<file path="config.mk">
export PLATFORM = sky130hd
export DESIGN_NAME = sram_dp_be
export DESIGN_NICKNAME = d
export VERILOG_FILES = /design/src/rtl/sram_dp_be.sv
export SDC_FILE = /design/constraint.sdc
export NUM_CORES = 1
export LEC_CHECK = 0
export ABC_CLOCK_PERIOD_IN_PS = 5950
export CORE_ASPECT_RATIO = 0.75
export CORE_MARGIN = 2
export CORE_UTILIZATION = 31
export DETAILED_ROUTE_END_ITERATION = 7
export PLACE_DENSITY = 0.54
export REMOVE_ABC_BUFFERS = 1
export SLEW_MARGIN = 0
export SYNTH_ARGS = -nofsm -noshare
export SYNTH_HDL_FRONTEND = slang
export SYNTH_SLANG_ARGS = --single-unit
</file>
<file path="constraint.sdc">
create_clock -name clk -period 5.95 [get_ports clk]
set_clock_uncertainty 0.05 [all_clocks]
set_input_delay 1.19 -clock clk [delete_from_list [all_inputs] [get_ports clk]]
set_output_delay 1.19 -clock clk [all_outputs]
set_load 0.01 [all_outputs]
</file>
<file path="src/rtl/sram_dp_be.sv">
// One-write/one-read flip-flop memory with per-byte write enables, registered
// read, write-first bypass on address collision and a post-reset zeroing sweep.
module sram_dp_be #(
  parameter int  DW    = 32,
  parameter int  AW    = 3,
  localparam int NB    = DW / 8,
  localparam int DEPTH = 2 ** AW
) (
  input  logic          clk,
  input  logic          resetn,
  input  logic          we,
  input  logic [NB-1:0] wbe,
  input  logic [AW-1:0] waddr,
  input  logic [DW-1:0] wd,
  input  logic          re,
  input  logic [AW-1:0] raddr,
  output logic [DW-1:0] rd,
  output logic          rvalid,
  output logic          ready
);

  if (DW % 8 != 0) begin : g_dw_check
    $error("sram_dp_be: DW must be a multiple of 8");
  end

  typedef enum logic {
    CLEAR = 1'b0,
    RUN   = 1'b1
  } state_e;

  state_e        state_q, state_d;
  logic [AW-1:0] clr_addr_q, clr_addr_d;
  logic [DW-1:0] rd_q, rd_d;
  logic          rvalid_q, rvalid_d;
  logic          clr_en;
  logic          wr_en;
  logic [DW-1:0] byp_data;

  logic [DW-1:0] mem [DEPTH];

  // Write-first: lanes being written to the address being read show the new data.
  always_comb begin
    for (int i = 0; i < NB; i++) begin
      byp_data[8*i +: 8] = (we && wbe[i] && (waddr == raddr)) ? wd[8*i +: 8]
                                                              : mem[raddr][8*i +: 8];
    end
  end

  // NOTE: every output of this block gets a default before the case, so no
  // path through it leaves a signal unassigned and no latch is inferred.
  always_comb begin
    state_d    = state_q;
    clr_addr_d = clr_addr_q;
    rd_d       = rd_q;
    rvalid_d   = 1'b0;
    clr_en     = 1'b0;
    wr_en      = 1'b0;
    case (state_q)
      CLEAR: begin
        clr_en     = 1'b1;
        clr_addr_d = clr_addr_q + 1'b1;
        if (clr_addr_q == '1) begin
          state_d = RUN;
        end
      end
      RUN: begin
        wr_en = we;
        if (re) begin
          rd_d     = byp_data;
          rvalid_d = 1'b1;
        end
      end
      default: state_d = CLEAR;
    endcase
  end

  // NOTE: sequential state uses non-blocking assignments so every register
  // samples the pre-edge values regardless of statement order.
  always_ff @(posedge clk) begin
    if (!resetn) begin
      state_q    <= CLEAR;
      clr_addr_q <= '0;
      rd_q       <= '0;
      rvalid_q   <= 1'b0;
    end else begin
      state_q    <= state_d;
      clr_addr_q <= clr_addr_d;
      rd_q       <= rd_d;
      rvalid_q   <= rvalid_d;
    end
  end

  // NOTE: the array has no reset branch; the CLEAR sweep zeroes it instead,
  // which keeps the storage as plain enable flops.
  always_ff @(posedge clk) begin
    if (resetn) begin
      if (clr_en) begin
        mem[clr_addr_q] <= '0;
      end else if (wr_en) begin
        for (int i = 0; i < NB; i++) begin
          if (wbe[i]) begin
            mem[waddr][8*i +: 8] <= wd[8*i +: 8];
          end
        end
      end
    end
  end

  assign rd     = rd_q;
  assign rvalid = rvalid_q;
  assign ready  = (state_q == RUN);

endmodule

</file>
# Word level (Yosys, flattened, before mapping)
# Memories as Yosys holds them, arrays and structs flattened. A register that Yosys moved wholly into a read port is not among the register bits.
# Index checks and enable logic that the tools add are counted.
dict set report word_totals {
  ram_bits 256
  inputBits 46
  reg_bits 5
  mem_count 1
  elab_cells 40
}
dict set report classes {
  n_mux 30
  eq_ne 1
  add_sub_neg 1
  reduce_logical 4
}
# memory depth word_bits rd rd_clocked_by_memory_dff wr line_no
set mem_list {}
lappend mem_list {mem 8 32 1 1 1 39} ;# logic [DW-1:0] mem [DEPTH];
# cell count
set ops {}
lappend ops {{$mux W32} 1}
lappend ops {{$reduce_or A32 Y1} 1}
lappend ops {{$mux W1} 27}
lappend ops {{$mux W4} 1}
lappend ops {{$reduce_and A2 Y1} 2}
lappend ops {{$add A3 B1 Y3 const B} 1}
lappend ops {{$eq A3 B3 Y1 const B} 1}
lappend ops {{$mux W3} 1}
lappend ops {{$logic_not A1 Y1} 1}

# Logic depth before layout (Yosys ltp)
# Gate-level depths: netlist (run 1).
dict set report logic_depth {
  ltp_word 7
  depth_mapped 8
  depth_no_buf 6
}

# Worst setup path after synthesis (run 1)
# Ideal clock, no wire load.
dict set report synth_timing {
  path_type {input-to-reg}
  start {input we}
  end {memory mem[0][24], enable pin}
  path_slack_ps 2575
  stages 5
  t_required_ps 5517
  n_path_buf 1
  arrival_ps 2941
  path_cell_list {nand3_1 nor2_2 mux2_2 clkbuf_1 nor3_1}
}
dict set report synth_via {
  elab_chain_cells 7
}
# element line_no
set synth_rtl {}
lappend synth_rtl {{start, declared} 11} ;# input logic we,
lappend synth_rtl {{$mux W1 (*)} 58} ;# case (state_q)
lappend synth_rtl {{$mux W1} 99} ;# end else if (wr_en) begin
lappend synth_rtl {{$mux W1} 97} ;# if (clr_en) begin
lappend synth_rtl {{$mux W1} 96} ;# if (resetn) begin
lappend synth_rtl {{$mux W1 (implied by the code)} 102} ;# mem[waddr][8*i +: 8] <= wd[8*i +: 8];
lappend synth_rtl {{$reduce_or A32 Y1 (no source line)} n/a}
lappend synth_rtl {{$mux W3 (no source line) / $mux W4 (equally long branches)} n/a}
lappend synth_rtl {{end, declared} 39}
# Every way passes the cells marked *; elsewhere a longest branch is shown, timed or not.

# Final worst setup path (run 1)
dict set report layout_timing {
  start {input resetn}
  end {memory mem[6][8], enable pin}
}
dict set report layout_via {
  elab_chain_cells 4
}
# element line_no
set layout_rtl {}
lappend layout_rtl {{start, declared} 10} ;# input logic resetn,
lappend layout_rtl {{$mux W1} 96}
lappend layout_rtl {{$mux W1 (implied by the code)} 102}
lappend layout_rtl {{$reduce_or A32 Y1 (no source line)} n/a}
lappend layout_rtl {{$mux W3 (no source line) / $mux W4 (equally long branches)} n/a}
# Several ways; a longest one is shown, not always the timed one.

==> results of run 1 <==
-- through the flow --
step / cell area (um^2) / std cells
5_1_grt: 14300 / 1318
4_1_cts: 14300 / 1318
3_5_place_dp: 13400 / 1269
3_3_place_gp: 13400 / 1269
6_report: 14300 / 1319
2_1_floorplan: 11700 / 646
-- sequential cells by signal, summed over array words and instances (netlist names) --
register    flops
ready           1
mem           256
rd             32
clr_addr_q      3
rvalid          1
-- area by class of cell --
type,count,area share (%)
clock inverters,20,1.58
clock buffers,29,4.78
inverters,2,0.0525
diodes,1,0.0175
flip-flops and latches,293,58.9
repair buffers,111,7.12
multi-input cells,351,23.0
well taps,512,4.48
-- power by group through the flow --
stage               Combinational (mW)  Clock, mW  Sequential (mW)
floorplan                        0.149          0             2.31
finish                           0.276       1.79             2.26
detailed placement               0.280          0             2.31
CTS                              0.281       1.83             2.26
global route                     0.300       1.92             2.27
global placement                 0.278          0             2.31
-- cells by family (layout without fill, tap and decap cells) --
family / after synthesis / count (layout) / share of synthesized area [%]
flops: 293 / 293 / 70.8
simple gates: 175 / 175 / 8.58
mux: 100 / 100 / 15.1
compound gates: 73 / 73 / 3.55
buf+inv: 42 / 162 / 1.67
fa+ha+maj: 2 / 2 / 0.210
xor+xnor: 1 / 1 / 0.0736
other cells: 0 / 1 / 0
-- how the worst min path moves through the flow --
stage / from / end / slack (ns) / cells past startpoint
2_1_floorplan: rd[0] / rd[0] / 0.42 / 2
3_3_place_gp: rd[2] / rd[2] / 0.39 / 2
3_5_place_dp: rd[26] / rd[26] / 0.39 / 2
4_1_cts: rd[16] / rd[16] / 0.40 / 2
5_1_grt: rd[8] / rd[8] / 0.42 / 2
6_report: rd[0] / rd[0] / 0.40 / 2
-- routing by layer --
layer / GRT usage (%) / wire length [um] / vias up
met5: 0 / 0 / -
met4: 1.94 / 253 / 0
met3: 2.78 / 1290 / 23
met2: 20.7 / 12100 / 142
met1: 19.9 / 12700 / 3162
li1: - / - / 2917
-- worst register-to-register path, cell delays in order (launching register included) --
cell	delay, ns
dfxtp_1	0.65
nand3_1	0.36
nor2_2	0.42
mux2i_1	0.23
buf_4	0.22
nand2_1	0.19
nor2_1	0.76
-- synthesized netlist by cell type, types with 4 or more instances --
cell type	number
buf_2	8
mux2i_1	35
clkbuf_1	24
o21ai_2	8
nor3_1	25
nand2_1	47
and3_1	34
nand4b_2	4
nand2b_1	6
o21ai_1	56
mux4_2	64
and2_1	25
nor4b_1	6
edfxtp_1	256
and2_4	8
buf_6	4
dfxtp_1	37
nor2_1	9
==> qor.txt, run 1 <==
Cells after Synth -> 686
Synth Flop Type -> edfxtp_1
FF+latch area -> 8430 um^2
RSZ-0062 raised after global routing -> false
Starting Density -> 31.3%
# resized after CTS -> 0
Arrival @ worst endpoint -> 4.04 ns
CP top delay family -> simple AND/OR/NAND/NOR gates
Routability cong. -> 0.711
Slew HR -> 36.7%
Core area -> 38100 um^2
Worst Path Max Fanout -> 13
Gate power share -> 6.4%
CP peak stage delay -> 0.76 ns
Tot Pwr -> 4.33 mW
Tmin final -> 3.94 ns
Int Power -> 3.43 mW
Pwr per Cell Area -> 303 nW/um^2
Worst Path Required -> 6.05 ns
Final period utilization -> 66.3%
Antenna violations before repair -> 0
Seq pwr share -> 52.3%
Asr flop ratio synth -> 0%
CTS buffer count -> 27
Reg2reg end -> mem[6][8]
Worst flop-to-flop path startpoint -> ready
EDFF count, synth -> 256
Via count -> 6244
Clk buf depth -> 3
First-pass DRT Iterations -> 4
Root Buffer -> clkbuf_16
Pleak -> 4.98 nW
Worst-Skew Late Latency -> 0.54 ns
Slowest stage cell, crit path -> nor2_1
Final setup viols -> 0
Total Wirelength -> 26400 um
Worst-case reg-to-reg path depth -> 6
Number of hold buffers added after cts -> 0
Library cells used by synthesis -> 36
Largest net degree at the start of global routing -> 55
DRC -> 0
Crit path depth -> 7
Sw Pwr -> 898 uW
Startpoint types -> input pin
Setup TNS -> 0 ns
Worst Max-Slew Pin Slew -> 0.946 ns
Synth warn -> 0
Synth Area per Inst -> 17.4 um^2
R2R Setup Slk -> 2.69 ns
Multi-input logic area -> 3290 um^2
Initial detailed-routing violation count -> 442
Total track usage -> 13.4%
Proportion of netlist area held by the largest area contributor -> 64.6%
Fin Hold WS -> 0.397 ns
Sw frac -> 20.7%
Pins Over Slew Limit -> 0
Maximum vdd drop -> 0.178 mV
Most common cell after layout, fill and taps aside -> edfxtp_1
CP cell instances -> clkdlybuf4s50_1 > nand3_1 > nor2_2 > mux2i_1 > buf_4 > nand2_1 > nor2_1
DIE WIDTH -> 230 um
Row cnt -> 62
Area growth syn-to-layout -> 20.1%
Final HPWL DP -> 16400 um
Layout cells sized above 1 -> 21.1%
Avg Vias per Cell -> 4.73
Die extent in y -> 174 um
CP endpoint -> mem[6][8]
Port bufs -> 79
First-pass GRT wire length -> 40400 um
GR Overflow Total -> 0
Max Cap Viol -> 0
Layout Nets -> 834
Register bit total from synthesis -> 293
Clock Power Share -> 41.3%
Postcts setup bufs -> 0
WS Path Type -> input pin to flop
CP Buf/Inv Count -> 2
Status -> finished, final reports clean
Vias in the first global route -> 6357
Final worst setup slack -> 2.01 ns
CP Launch Point -> resetn
Final hold viol count -> 0
Cell taking the most area after synthesis -> edfxtp_1
Final Core Density -> 37.5%
Fillers -> 3554
Final ANT Viol Nets -> 0
Clock Sink Count -> 293
CTS HTree Levels -> 1
Register area share after synthesis -> 70.8%
DR WL/cell -> 20.0 um
HP Class -> flop to flop
Worst slack, placed -> 1.45 ns
Clock slew at reported path FFs -> 0.06 ns
Critical Path End Type -> flop
I/O pin total -> 80
Achievable Freq -> 254 MHz
TritonCTS clock tree -> built
Synth area leaders -> edfxtp_1 (65%), mux4_2 (12%), dfxtp_1 (6.2%), mux2i_1 (2.9%), o21ai_1 (2.4%)
Most frequent cells in the layout -> edfxtp_1 (256), clkdlybuf4s50_1 (76), mux4_2 (64), o21ai_1 (56), nand2_1 (47)
Die ar. -> 40000 um^2
Netlist area before placement -> 11900 um^2
No activity file was read; power rests on OpenSTA's default activity.
==> run 2: changes to the inputs <==
--- a/config.mk
+++ b/config.mk
@@ -5,7 +5,7 @@
 export SDC_FILE = /design/constraint.sdc
 export NUM_CORES = 1
 export LEC_CHECK = 0
-export ABC_CLOCK_PERIOD_IN_PS = 5950
+export ABC_CLOCK_PERIOD_IN_PS = 3930
 export CORE_ASPECT_RATIO = 0.75
 export CORE_MARGIN = 2
 export CORE_UTILIZATION = 31
==> constraint.sdc (replaced) <==
create_clock -name clk -period 3.93 [get_ports clk]
set_clock_uncertainty 0.05 [all_clocks]
set_input_delay 0.786 -clock clk [delete_from_list [all_inputs] [get_ports clk]]
set_output_delay 0.786 -clock clk [all_outputs]
set_load 0.01 [all_outputs]
==> run 2 against run 1 <==
Effect of this change:
- via count rose by 3.4%
- critical path depth fell by 1
- routed wire length rose by 3.6%
- final cell count rose by 1.5%
- largest cell class unchanged
- clock power rose by 50%
==> qor.txt, run 2 (synthesis gave the netlist of run 1 again) <==
Core area -> 38100 um^2 (unchanged)
Clock Power Share -> 41.0% (-0.3 points)
Fin Hold WS -> 0.397 ns (-0.0000720 ns)
Most frequent cells in the layout -> edfxtp_1 (256), clkdlybuf4s50_1 (76), mux4_2 (64), o21ai_1 (56), buf_4 (50)
HP Class -> flop to flop
Gate power share -> 6.5% (about the same)
Worst slack, placed -> 0.438 ns (-1.01 ns)
Final Instance Area -> 14500 um^2 (+1.1%)
Initial detailed-routing violation count -> 486 (+10%)
CP top delay family -> simple AND/OR/NAND/NOR gates
Layout cells sized above 1 -> 22.6% (+1.5 points)
Critical Path End Type -> flop
Setup TNS -> 0 ns (unchanged)
Total Wirelength -> 27400 um (+3.6%)
Most common cell after layout, fill and taps aside -> edfxtp_1
DR WL/cell -> 20.4 um (+2.1%)
Area growth syn-to-layout -> 21.4%
Number of hold buffers added after cts -> 0 (unchanged)
Final period utilization -> 74.9%
Slew HR -> 62.3% (+26 points)
Final hold viol count -> 0 (unchanged)
Crit path depth -> 6 (-1)
Antenna violations before repair -> 1 (+1)
First-pass GRT wire length -> 42300 um (+4.8%)
First-pass DRT Iterations -> 4 (unchanged)
Clk buf depth -> 3 (unchanged)
Number of placed instances, taps included -> 1287 (+1.4%)
GR Overflow Total -> 0 (unchanged)
Sw Pwr -> 1.37 mW (+52%)
Max Cap Viol -> 0 (unchanged)
Starting Density -> 31.3% (unchanged)
Final ANT Viol Nets -> 0 (unchanged)
Worst Max-Slew Pin Slew -> 0.563 ns (-0.384 ns)
Final setup viols -> 0 (unchanged)
Slowest stage cell, crit path -> clkdlybuf4s50_1
Status -> finished, final reports clean
I/O pin total -> 80 (unchanged)
Routability cong. -> 0.741 (+4.2%)
Via count -> 6457 (+3.4%)
Dpl cell area -> 13500 um^2 (+1.1%)
Postcts setup bufs -> 0 (unchanged)
Row cnt -> 62 (unchanged)
Vias in the first global route -> 6583 (+3.6%)
Largest net degree at the start of global routing -> 34 (-38%)
Die ar. -> 40000 um^2 (unchanged)
Worst-case reg-to-reg path depth -> 5 (-1)
Seq pwr share -> 52.5% (+0.2 points)
Clock slew at reported path FFs -> 0.07 ns (about the same)
Int Power -> 5.16 mW (+51%)
CP Buf/Inv Count -> 2 (unchanged)
Number of flip-flops under the largest register name -> 256 (unchanged)
Pwr per Cell Area -> 452 nW/um^2 (+49%)
Tot Pwr -> 6.53 mW (+51%)
Most flop-heavy register -> mem
Arrival @ worst endpoint -> 3.14 ns (-0.90 ns)
Clock Sink Count -> 293 (unchanged)
TritonCTS clock tree -> built
Pins Over Slew Limit -> 0 (unchanged)
Startpoint types -> input pin
Pleak -> 5.08 nW (+2.0%)
CP cell instances -> clkdlybuf4s50_1 > nand3_1 > nor2_2 > mux2_2 > nor3_1 > buf_4
Port bufs -> 79 (unchanged)
# resized after CTS -> 0 (unchanged)
Final worst setup slack -> 0.985 ns (-1.02 ns)
Achievable Freq -> 340 MHz
RSZ-0062 raised after global routing -> false
Maximum vdd drop -> 0.243 mV (+36%)
CTS buffer count -> 28 (+3.7%)
Final HPWL DP -> 17900 um (+8.7%)
Sw frac -> 20.9% (+0.18 points)
Worst-Skew Late Latency -> 0.54 ns (about the same)
Final Core Density -> 37.9% (+0.40 points)
DRC -> 0 (unchanged)
CP peak stage delay -> 0.67 ns (-0.09 ns)
Cell count of the worst hold path -> 2 (unchanged)
Die extent in y -> 174 um (unchanged)
CTS HTree Levels -> 1 (unchanged)
DIE WIDTH -> 230 um (unchanged)
WS Path Type -> input pin to flop
Total track usage -> 14.0% (+0.65 points)
ANT cells -> 0 (-1)
Avg Vias per Cell -> 4.82 (+1.9%)
Worst Path Required -> 4.12 ns (-1.93 ns)
Worst Path Max Fanout -> 13 (unchanged)
Root Buffer -> clkbuf_16
Tmin final -> 2.94 ns
Layout Nets -> 853 (+2.3%)
Non-filler cells, final -> 1339 (+1.5%)
==> run 2: layout make-up <==
type	instances	area [um^2]
inverters	2	7.51
multi-input cells	351	3290
clock buffers	45	856
well taps	512	641
clock inverters	7	61.3
repair buffers	129	1170
fillers	3547	23600
flip-flops and latches	293	8430
==> run 2: worst paths after layout <==
path                from  slack, ns        end
setup reg to reg   ready       1.21  mem[4][8]
hold / removal     rd[0]       0.40      rd[0]
setup / recovery  resetn       0.99  mem[4][8]
hold reg to reg    rd[0]       0.40      rd[0]
==> run 2: power by group through the flow <==
stage / clock [mW] / combinational [mW] / sequential [mW]
final: 2.68 / 0.425 / 3.43
after global routing: 2.86 / 0.464 / 3.43
after CTS: 2.74 / 0.433 / 3.43
after detailed placement: 0 / 0.432 / 3.50
after global placement: 0 / 0.431 / 3.49
after floorplan: 0 / 0.226 / 3.49
==> run 2: tightest hold or removal path, stage by stage, from the launching register on <==
cell     delay [ns]
dfxtp_1        0.31
nand2_1        0.05
o21ai_1        0.05
==> run 2: routing by layer <==
layer  share of wire, %  track usage (%)  vias to the layer above
met4                1.6             2.77                        0
li1                   -                -                     2957
met2                 45             21.3                      143
met5                  0                0                        -
met3                4.5             2.70                       31
met1                 49             21.0                     3326
